File: src/rtl/uart_rx.sv
// 8N1 UART receiver: 2-flop synchronised line, mid-bit sampling at CLKS_PER_BIT clocks per bit.
// Good frames update data_out with a data_valid pulse; a low stop bit pulses frame_err and waits for idle.
module uart_rx #(
   parameter int CLKS_PER_BIT = 16
) (
   input  logic       clk,
   input  logic       clear,
   input  logic       rx,
   output logic [7:0] data_out,
   output logic       data_valid,
   output logic       frame_err,
   output logic       busy
);

   localparam int CNT_W = (CLKS_PER_BIT > 2) ? $clog2(CLKS_PER_BIT) : 1;
   localparam logic [CNT_W-1:0] HALF_LAST = CNT_W'(CLKS_PER_BIT / 2 - 1);
   localparam logic [CNT_W-1:0] BIT_LAST  = CNT_W'(CLKS_PER_BIT - 1);

   typedef enum logic [2:0] {IDLE, START, DATA, STOP, WAIT_HIGH} state_t;

   state_t           state_q;
   logic             rx_meta_q;
   logic             rx_s_q;
   logic [CNT_W-1:0] cnt_q;
   logic [CNT_W-1:0] cnt_d;
   logic [2:0]       bit_idx_q;
   logic [7:0]       shift_q;
   logic [7:0]       shift_d;
   logic [7:0]       data_out_q;
   logic             data_valid_q;
   logic             frame_err_q;

   assign cnt_d   = cnt_q + CNT_W'(1);
   assign shift_d = {rx_s_q, shift_q[7:1]};

   always_ff @(posedge clk) begin
      if (clear) begin
         state_q      <= IDLE;
         rx_meta_q    <= 1'b1;
         rx_s_q       <= 1'b1;
         cnt_q        <= '0;
         bit_idx_q    <= 3'd0;
         shift_q      <= 8'h00;
         data_out_q   <= 8'h00;
         data_valid_q <= 1'b0;
         frame_err_q  <= 1'b0;
      end else begin
         rx_meta_q    <= rx;
         rx_s_q       <= rx_meta_q;
         data_valid_q <= 1'b0;
         frame_err_q  <= 1'b0;
         case (state_q)
            IDLE: begin
               cnt_q <= '0;
               if (!rx_s_q) state_q <= START;
            end
            START: begin
               // A line that is high again at mid start bit was a glitch.
               if (cnt_q == HALF_LAST) begin
                  cnt_q     <= '0;
                  bit_idx_q <= 3'd0;
                  state_q   <= rx_s_q ? IDLE : DATA;
               end else begin
                  cnt_q <= cnt_d;
               end
            end
            DATA: begin
               if (cnt_q == BIT_LAST) begin
                  shift_q   <= shift_d;
                  cnt_q     <= '0;
                  bit_idx_q <= bit_idx_q + 3'd1;
                  if (bit_idx_q == 3'd7) state_q <= STOP;
               end else begin
                  cnt_q <= cnt_d;
               end
            end
            STOP: begin
               if (cnt_q == BIT_LAST) begin
                  cnt_q <= '0;
                  if (rx_s_q) begin
                     data_out_q   <= shift_q;
                     data_valid_q <= 1'b1;
                     state_q      <= IDLE;
                  end else begin
                     frame_err_q <= 1'b1;
                     state_q     <= WAIT_HIGH;
                  end
               end else begin
                  cnt_q <= cnt_d;
               end
            end
            WAIT_HIGH: begin
               // A held-low line (break) must go idle before a new start is accepted.
               if (rx_s_q) state_q <= IDLE;
            end
            default: state_q <= IDLE;
         endcase
      end
   end

   assign data_out   = data_out_q;
   assign data_valid = data_valid_q;
   assign frame_err  = frame_err_q;
   assign busy       = (state_q != IDLE);

endmodule

File: config.mk
export PLATFORM = sky130hd
export DESIGN_NAME = uart_rx
export DESIGN_NICKNAME = d
export VERILOG_FILES = /design/src/rtl/uart_rx.sv
export SDC_FILE = /design/constraint.sdc
export NUM_CORES = 1
export LEC_CHECK = 0
export ABC_AREA = 1
export BUFFER_PORTS_ARGS = -buffer_cell sky130_fd_sc_hd__buf_2
export CAP_MARGIN = 20
export CORE_UTILIZATION = 59
export DETAILED_ROUTE_END_ITERATION = 10
export GPL_TIMING_DRIVEN = 0
export HOLD_SLACK_MARGIN = 0.02
export PLACE_DENSITY_LB_ADDON = 0.3
export SLEW_MARGIN = 20
export SYNTH_ARGS = -nofsm -noshare
export SYNTH_HDL_FRONTEND = slang
export SYNTH_SLANG_ARGS = --single-unit
File: constraint.sdc
create_clock -name clk -period 3 [get_ports clk]
set_input_delay 0.45 -clock clk [delete_from_list [all_inputs] [get_ports clk]]
set_output_delay 0.45 -clock clk [all_outputs]
set_load 0.05 [all_outputs]
# Word level (Yosys, flattened, before mapping)
# Cells that the tools add are included.
[totals]
inputBits = 3
regBits = 30
wordCells = 53
[op_classes]
add_sub_neg = 2
mux = 17
eq_ne = 13
reduce_logical = 10
bitwise = 2
[op_table]
columns = ["op", "count"]
rows = [
  ["two-way mux 3 bit", 9],
  ["one-hot mux 3 bit (5 select lines)", 1],
  ["inequality test 2 bit (second input constant)", 6],
  ["one-hot mux 4 bit (3 select lines)", 1],
  ["two-way mux 4 bit", 2],
  ["== test 3 x 2 -> 1 bit (second input constant)", 2],
  ["== test 3 bit (second input constant)", 2],
  ["one-hot mux 3 bit (2 select lines)", 1],
  ["AND reduction 3 bit", 2],
  ["AND reduction 6 bit", 1],
  ["nonzero test 3 bit", 2],
  ["adder 4 x 1 -> 4 bit (second input constant)", 1],
  ["== test 4 x 3 -> 1 bit (second input constant)", 1],
  ["== test 4 bit (second input constant)", 1],
  ["adder 3 x 1 -> 3 bit (second input constant)", 1],
  ["== test 3 x 1 -> 1 bit (second input constant)", 1],
  ["zero test 3 bit", 1],
  ["OR reduction 3 bit", 1],
  ["two-way mux 1 bit", 2],
  ["two-way mux 2 bit", 1],
  ["inverter 1 bit", 2],
  ["AND reduction 2 bit", 1],
  ["nonzero test 2 bit", 1],
  ["OR reduction 2 bit", 1],
]

# Logic depth before layout (Yosys ltp)
# Gate-level depths: netlist (run 1).
[logic_depth]
ltp_word = 4
mapped_depth = 8

# Worst setup path before layout (run 1)
# No wires, ideal clock.
[synth_timing]
kind = "register -> output"
from = "register state_q[2]"
to = "output busy"
arrival_time_ns = 0.885
path_stages_with_launch = 5
path_buffers = 0
required_ns = 2.550
slack_ns = 1.665
cell_sequence = "dfxtp_1 -> nor2_2 -> inv_1 -> nor2_1 -> inv_1"
[synth_between]
elab_chain_cells = 1
[synth_rtl]
columns = ["element", "line", "source"]
rows = [
  ["from (decl)", "21", "state_t state_q;"],
  ["from (signal assigned)", "62", "state_q <= rx_s_q ? IDLE : DATA;"],
  ["nonzero test 3 bit", "104", "assign busy = (state_q != IDLE);"],
  ["to (decl)", "12", "output logic busy"],
]
# No other way between the ends.

# Worst setup path in the final report (run 1)
# Same ends and word-level chain as after synthesis.

==> impl_metrics.py, run 1 <==
metrics = {
    "layout": {
        "final_nets": 192,
        "nFillCells": 153,
        "drive_above_1_share": 0.187,
        "syn_to_final_growth_pct": 12.6,
        "multi_input_area_um2": 583,
        "stdcell_count": 214,
        "fin_area_um2": 1420,
        "regArea_um2": 601,
        "diodes": 0,
    },
    "placed_design": {
        "dpl_cell_area_um2": 1360,
        "dpl.hpwl_um": 1650,
        "port_buffers": 13,
        "finalWeightedCongestion": 0.923,
        "dp_cells": 206,
        "dp_slack_ps": 1550,
    },
    "yosys": {
        "synth_flop_cell": "dfxtp_1",
        "ys_seq_area_frac": 0.477,
        "ys_seq_elements": 30,
        "synth_most_common_cell": "nor2_1",
        "synth_xor_area_frac": 0.0139,
        "synth_compound_area_frac": 0.103,
        "synth_edf_count": 0,
        "synth_nets": 172,
        "synth_fa_ha_area_frac": 0.0298,
        "synthDistinctLibCells": 23,
        "synth_area_leaders": "dfxtp_1, nor2_1, o21ai_0",
        "yosysTopAreaCell": "dfxtp_1",
        "avgSynthCellArea_um2": 7.59,
        "synth_top_area_share": 0.477,
        "synthMuxAreaShare": 0,
        "synth.top_cells.by_count": "nor2_1, dfxtp_1, nand2_1",
        "syn_area_um2": 1260,
        "synth_top_family_by_area": "simple AND/OR/NAND/NOR gates",
        "yosysWarnings": 0,
        "synthSimpleGateAreaFrac": 0.316,
        "synthArstFlopShare": 0,
        "syn_inst": 166,
    },
    "worst_hold_path": {
        "min_from": "rx",
        "holdCritPathClass": "primary input to flop",
    },
    "pwr": {
        "peakVddDrop_uv": 535,
        "power_density_nw_per_um2": 801,
        "power_mw": 1.14,
        "leakage_nw": 0.692,
    },
    "clock_tree": {
        "ctsHoldBuffers": 0,
        "tritoncts.num_buffers": 5,
        "cts_tree": "done",
        "clock_path_buffers": 2,
        "cts-root-buf": "clkbuf_4",
        "clk_pin_slew_ps": 90,
        "cts.sinks": 30,
        "ctsResizeCount": 0,
        "cts_setup_buffers": 0,
        "insertion_delay_ps": 320,
        "htreeDepth": 2,
    },
    "setup_path": {
        "critPathCaptureType": "primary output",
        "crit_chain": "nor2_2 > inv_1 > nor2_1 > inv_1 > buf_2",
        "crit_type": "flop to primary output",
        "critPathLaunchType": "flop",
        "cp_max_fo": 6,
        "crit_required_ps": 2550,
        "r2r_slack_ps": 1510,
        "setup.worst_path.start": "state_q[2]",
        "arrival_ps": 1370,
        "slowest_delay_ps": 390,
        "worst_path_max_delay_cell": "dfxtp_1",
        "r2r_start": "cnt_q[0]",
        "cpMostUsedCell": "inv_1",
    },
    "sta": {
        "finalMaxSlewViolations": 0,
        "period_minus_slack_ps": 1820,
        "fin_crit_sh": 0.608,
        "setup-tns-final_ps": 0,
        "hold_viol": 0,
        "worst_slew_pin_slew_ps": 303,
        "clock.fmax_mhz": 548,
        "clock_skew_ps": 10.8,
        "grt_setup_unrepaired": "no",
        "final.setup.worst_slack_ps": 1180,
        "finalSetupViolCount": 0,
        "slew_headroom": 0.797,
    },
    "drt": {
        "drtIter0Drc": 14,
        "num_vias": 1063,
        "drc": 0,
        "wl_um": 2270,
        "viasPerCell": 4.97,
        "avgRoutedWirePerCell_um": 10.6,
        "firstDrtPassIters": 4,
        "final_antenna_net_count": 0,
    },
    "global_routing": {
        "grt_overflow": 0,
        "grt.total_usage": 0.230,
        "grt_pass1_wl_um": 3600,
        "grt_max_degree": 11,
        "first_global_vias": 897,
        "antenna_found_initial": 0,
    },
    "floorplanning": {
        "rows": 16,
        "chipWidth_um": 48.2,
        "core_area_um2": 1980,
        "initial_utilization": 0.636,
        "io-pin-count": 14,
        "die_area_um2": 2320,
        "die_h_um": 48.2,
    },
    "run": {
        "drv_cap": 0,
    },
    "status": {
        "outcome": "complete, no violations",
    },
}
[metal layers]
metal,global-route usage,part of all wire,up-vias
li1,-,-,563
met1,0.281,0.47,476
met2,0.363,0.48,20
met3,0.0778,0.036,4
met4,0.106,0.010,0
met5,0,0,-
[flip-flops by register name (all words and copies together), names as in the netlist]
register / flops
data_out: 8
shift_q: 8
cnt_q: 4
bit_idx_q: 3
state_q: 3
data_valid: 1
frame_err: 1
rx_meta_q: 1
rx_s_q: 1
[kinds of logic after synthesis]
kind of cell,count (synthesis)
xor gates and xnor gates,2
buffers and inverters,18
adders and majority gates,3
DFF,30
AOI/OAI and AO/OA,24
and+or+nand+nor,89
[area by class of cell]
type                    instances  area share
inverters                      15      0.0397
multi-input cells             118       0.411
clock inverters                 1     0.00353
flip-flops and latches         30       0.423
plain buffers                   3      0.0141
repair buffers                 13      0.0459
clock buffers                   7      0.0388
well taps                      27      0.0238
[power by group]
part	switching (mW)	internal, mW	leakage, nW
Clock	0.132	0.113	0.0353
Sequential	0.0473	0.441	0.243
Combinational	0.266	0.136	0.413
Total	0.445	0.691	0.692
[layout by cell type, fill, tap and decap left out]
master,Yosys,final
a21oi_1,4,4
and3_1,1,1
buf_2,1,14
buf_6,1,1
clkbuf_1,1,2
clkbuf_4,0,5
clkbuf_8,0,1
clkinv_2,0,1
dfxtp_1,30,30
ha_1,3,3
inv_1,13,13
inv_2,2,2
nand2_1,21,21
nand2_2,1,1
nand2_4,1,1
nand3_1,8,8
nand3_2,1,1
nand4_4,1,1
nor2_1,47,47
nor2_2,3,3
nor3_1,2,2
o21a_4,1,1
o21ai_0,18,18
o21ai_1,1,1
or2_2,3,3
xor2_1,2,2
[worst max-delay path: cells and delay by family, from the launching register on]
| family | cells | cell delay (ps) |
|---|---|---|
| simple gates | 2 | 350 |
| buf+inv | 3 | 310 |
| flops | 1 | 390 |
[metrics by stage]
step	hold WS (ps)	utilization
6_report	312	0.716
5_1_grt	297	0.716
4_1_cts	305	0.716
3_5_place_dp	404	0.686
3_3_place_gp	399	0.686
2_1_floorplan	389	-
[final timing paths]
kind / to / cells past startpoint
max: busy / 5
min: rx_meta_q / 2
max reg2reg: bit_idx_q[0] / 8
min reg2reg: rx_s_q / 1
No activity file was read; power rests on OpenSTA's default activity.
==> inputs of run 2 (changes only) <==
--- a/config.mk
+++ b/config.mk
@@ -5,10 +5,10 @@
 export SDC_FILE = /design/constraint.sdc
 export NUM_CORES = 1
 export LEC_CHECK = 0
-export ABC_AREA = 1
+export ABC_AREA = 0
 export BUFFER_PORTS_ARGS = -buffer_cell sky130_fd_sc_hd__buf_2
 export CAP_MARGIN = 20
-export CORE_UTILIZATION = 59
+export CORE_UTILIZATION = 51
 export DETAILED_ROUTE_END_ITERATION = 10
 export GPL_TIMING_DRIVEN = 0
 export HOLD_SLACK_MARGIN = 0.02
==> constraint.sdc (replaced) <==
create_clock -name clk -period 1.5 [get_ports clk]
set_input_delay 0.225 -clock clk [delete_from_list [all_inputs] [get_ports clk]]
set_output_delay 0.225 -clock clk [all_outputs]
set_load 0.05 [all_outputs]
==> run 2 against run 1 <==
  * Cell area increased by 20%
  * Sequential cell count unchanged
  * Cell count decreased by 1.4%
  * Worst hold slack got worse by 240 ps
==> impl_metrics.py, run 2 <==
metrics = {
    "sta": {
        "setup-tns-final_ps": 0,
        "worst_slew_pin_slew_ps": 423,
        "grt_setup_unrepaired": "yes",
        "slew_headroom": 0.718,
        "hold_viol": 0,
        "period_minus_slack_ps": 1480,
        "finalMaxSlewViolations": 0,
        "clock.fmax_mhz": 677,
        "clock_skew_ps": 5.81,
        "finalSetupViolCount": 0,
        "fin_crit_sh": 0.985,
    },
    "drt": {
        "avgRoutedWirePerCell_um": 13.5,
        "firstDrtPassIters": 4,
        "viasPerCell": 5.59,
        "drtIter0Drc": 25,
        "num_vias": 1179,
        "wl_um": 2840,
        "final_antenna_net_count": 0,
        "drc": 0,
    },
    "layout": {
        "final_cell_mix": "dfxtp_1, nand2b_1, buf_4",
        "final_common_cell": "dfxtp_1",
        "nFillCells": 216,
        "syn_to_final_growth_pct": 20.8,
        "drive_above_1_share": 0.287,
        "final_nets": 186,
        "regArea_um2": 608,
        "diodes": 0,
        "stdcell_count": 211,
        "multi_input_area_um2": 754,
    },
    "yosys": {
        "syn_area_um2": 1410,
        "synth_flop_cell": "dfxtp_1",
        "synth.top_cells.by_count": "dfxtp_1, nand2b_1, mux2i_1",
        "synth_top_area_share": 0.426,
        "synthArstFlopShare": 0,
        "synth_area_leaders": "dfxtp_1, nand2b_1, mux2i_1",
        "avgSynthCellArea_um2": 9.22,
        "synth_nets": 159,
        "yosysTopAreaCell": "dfxtp_1",
        "yosysWarnings": 0,
        "synth_most_common_cell": "dfxtp_1",
        "ys_seq_area_frac": 0.426,
        "synth_edf_count": 0,
        "syn_inst": 153,
        "synthDistinctLibCells": 34,
        "ys_seq_elements": 30,
    },
    "pwr": {
        "peakVddDrop_uv": 697,
        "leakage_nw": 0.634,
        "power_density_nw_per_um2": 811,
    },
    "global_routing": {
        "first_global_vias": 1026,
        "antenna_found_initial": 0,
        "grt_overflow": 0,
        "grt_pass1_wl_um": 4610,
        "grt.total_usage": 0.224,
        "grt_max_degree": 11,
    },
    "setup_path": {
        "crit_required_ps": 1270,
        "critical_path.top_delay_family": "buffers and inverters",
        "critPathCaptureType": "primary output",
        "crit_buf_inv": 3,
        "cp_max_fo": 10,
        "slowest_delay_ps": 380,
        "setup.worst_path.start": "state_q[1]",
        "crit_chain": "clkbuf_4 > inv_1 > nand2_1 > buf_4",
        "crit_type": "flop to primary output",
        "critPathLaunchType": "flop",
        "r2r_start": "cnt_q[3]",
        "arrival_ps": 1250,
        "worst_path_max_delay_cell": "dfxtp_1",
    },
    "worst_hold_path": {
        "holdCritPathClass": "primary input to flop",
        "min_from": "rx",
    },
    "clock_tree": {
        "clk_pin_slew_ps": 90,
        "cts-root-buf": "clkbuf_4",
        "insertion_delay_ps": 330,
        "cts_tree": "done",
        "clock_path_buffers": 2,
        "cts.sinks": 30,
        "tritoncts.num_buffers": 5,
        "htreeDepth": 2,
    },
    "placed_design": {
        "dp_cells": 195,
        "port_buffers": 12,
        "dpl.hpwl_um": 1820,
        "finalWeightedCongestion": 0.855,
    },
    "floorplanning": {
        "die_area_um2": 2980,
        "io-pin-count": 14,
        "initial_utilization": 0.555,
        "rows": 18,
        "die_h_um": 54.6,
        "chipWidth_um": 54.6,
        "core_area_um2": 2540,
    },
    "run": {
        "drv_cap": 0,
    },
    "status": {
        "outcome": "complete, no violations",
    },
}
## run 2: cell types whose count changed in the layout (fill, tap and decap cells not counted), moves of 11 or more
cell      before  now
nand2_1       21    7
buf_4          0   13
nand2b_1       0   20
inv_1         13    2
mux2i_1        0   12
nor2_1        47    4
## run 2: kinds of logic after synthesis
group           count (synthesis)  synth area share
xor+xnor                        1           0.00621
flops                          30             0.426
fa+ha+maj                       3            0.0266
buf+inv                        15            0.0594
compound gates                 26             0.113
mux                            12            0.0851
simple gates                   66             0.285
## run 2: path summary, 6_finish.rpt
| path | slack (ps) | depth (start not counted) | endpoint |
|---|---|---|---|
| worst max-delay path | 20 | 4 | busy |
| worst min-delay path | 80 | 2 | rx_meta_q |
| worst max register to register | 30 | 4 | bit_idx_q[1] |
| worst min register to register | 420 | 1 | rx_s_q |
## run 2: worst reg2reg max path: stages, from the launching register on
cell      delay [ps]
dfxtp_2          340
buf_6            130
or3b_4           380
a211oi_4         310
mux2i_1          240
## run 2: through the flow
step	power (mW)	hold WS [ps]	setup WS (ps)	util	cell area (um^2)
detailed placement	0.886	399	-126	0.603	1530
global placement	0.884	392	-108	0.603	1530
floorplan	0.872	329	2.70	-	1440
CTS	1.39	68.9	4.29	0.650	1660
finish	1.38	75.9	22.1	0.670	1710
global route	1.43	77.7	-38.9	0.670	1710
## run 2: power by group
group	leakage [nW]	internal, mW	total (mW)	switching (mW)
registers	0.244	0.800	0.805	0.00513
clock network	0.0353	0.227	0.507	0.280
logic	0.354	0.0307	0.0709	0.0402
total	0.634	1.06	1.38	0.326
## run 2: cell type report
type / instances / share of cell area
Timing Repair Buffer: 22 / 0.0954
Tap cell: 30 / 0.0220
Sequential cell: 30 / 0.357
Clock buffer: 7 / 0.0323
Buffer: 11 / 0.0440
Clock inverter: 1 / 0.00293
Multi-Input combinational cell: 108 / 0.442
Inverter: 2 / 0.00440
## run 2: metal layers
layer	GRT usage	routed length, um	up-vias
li1	-	-	588
met1	0.279	1370	558
met2	0.351	1290	26
met3	0.0750	111	7
met4	0.0897	68	0
met5	0	0	-
## run 2: repair_timing
action / CTS / global route
setup endpoints to repair: 15 / 16
pin swaps: 4 / 2
hold endpoints to repair: 0 / 0
cloned: 1 / 0
hold buffers: 0 / 0
setup buffers: 4 / 5
gates resized for setup: 9 / 6
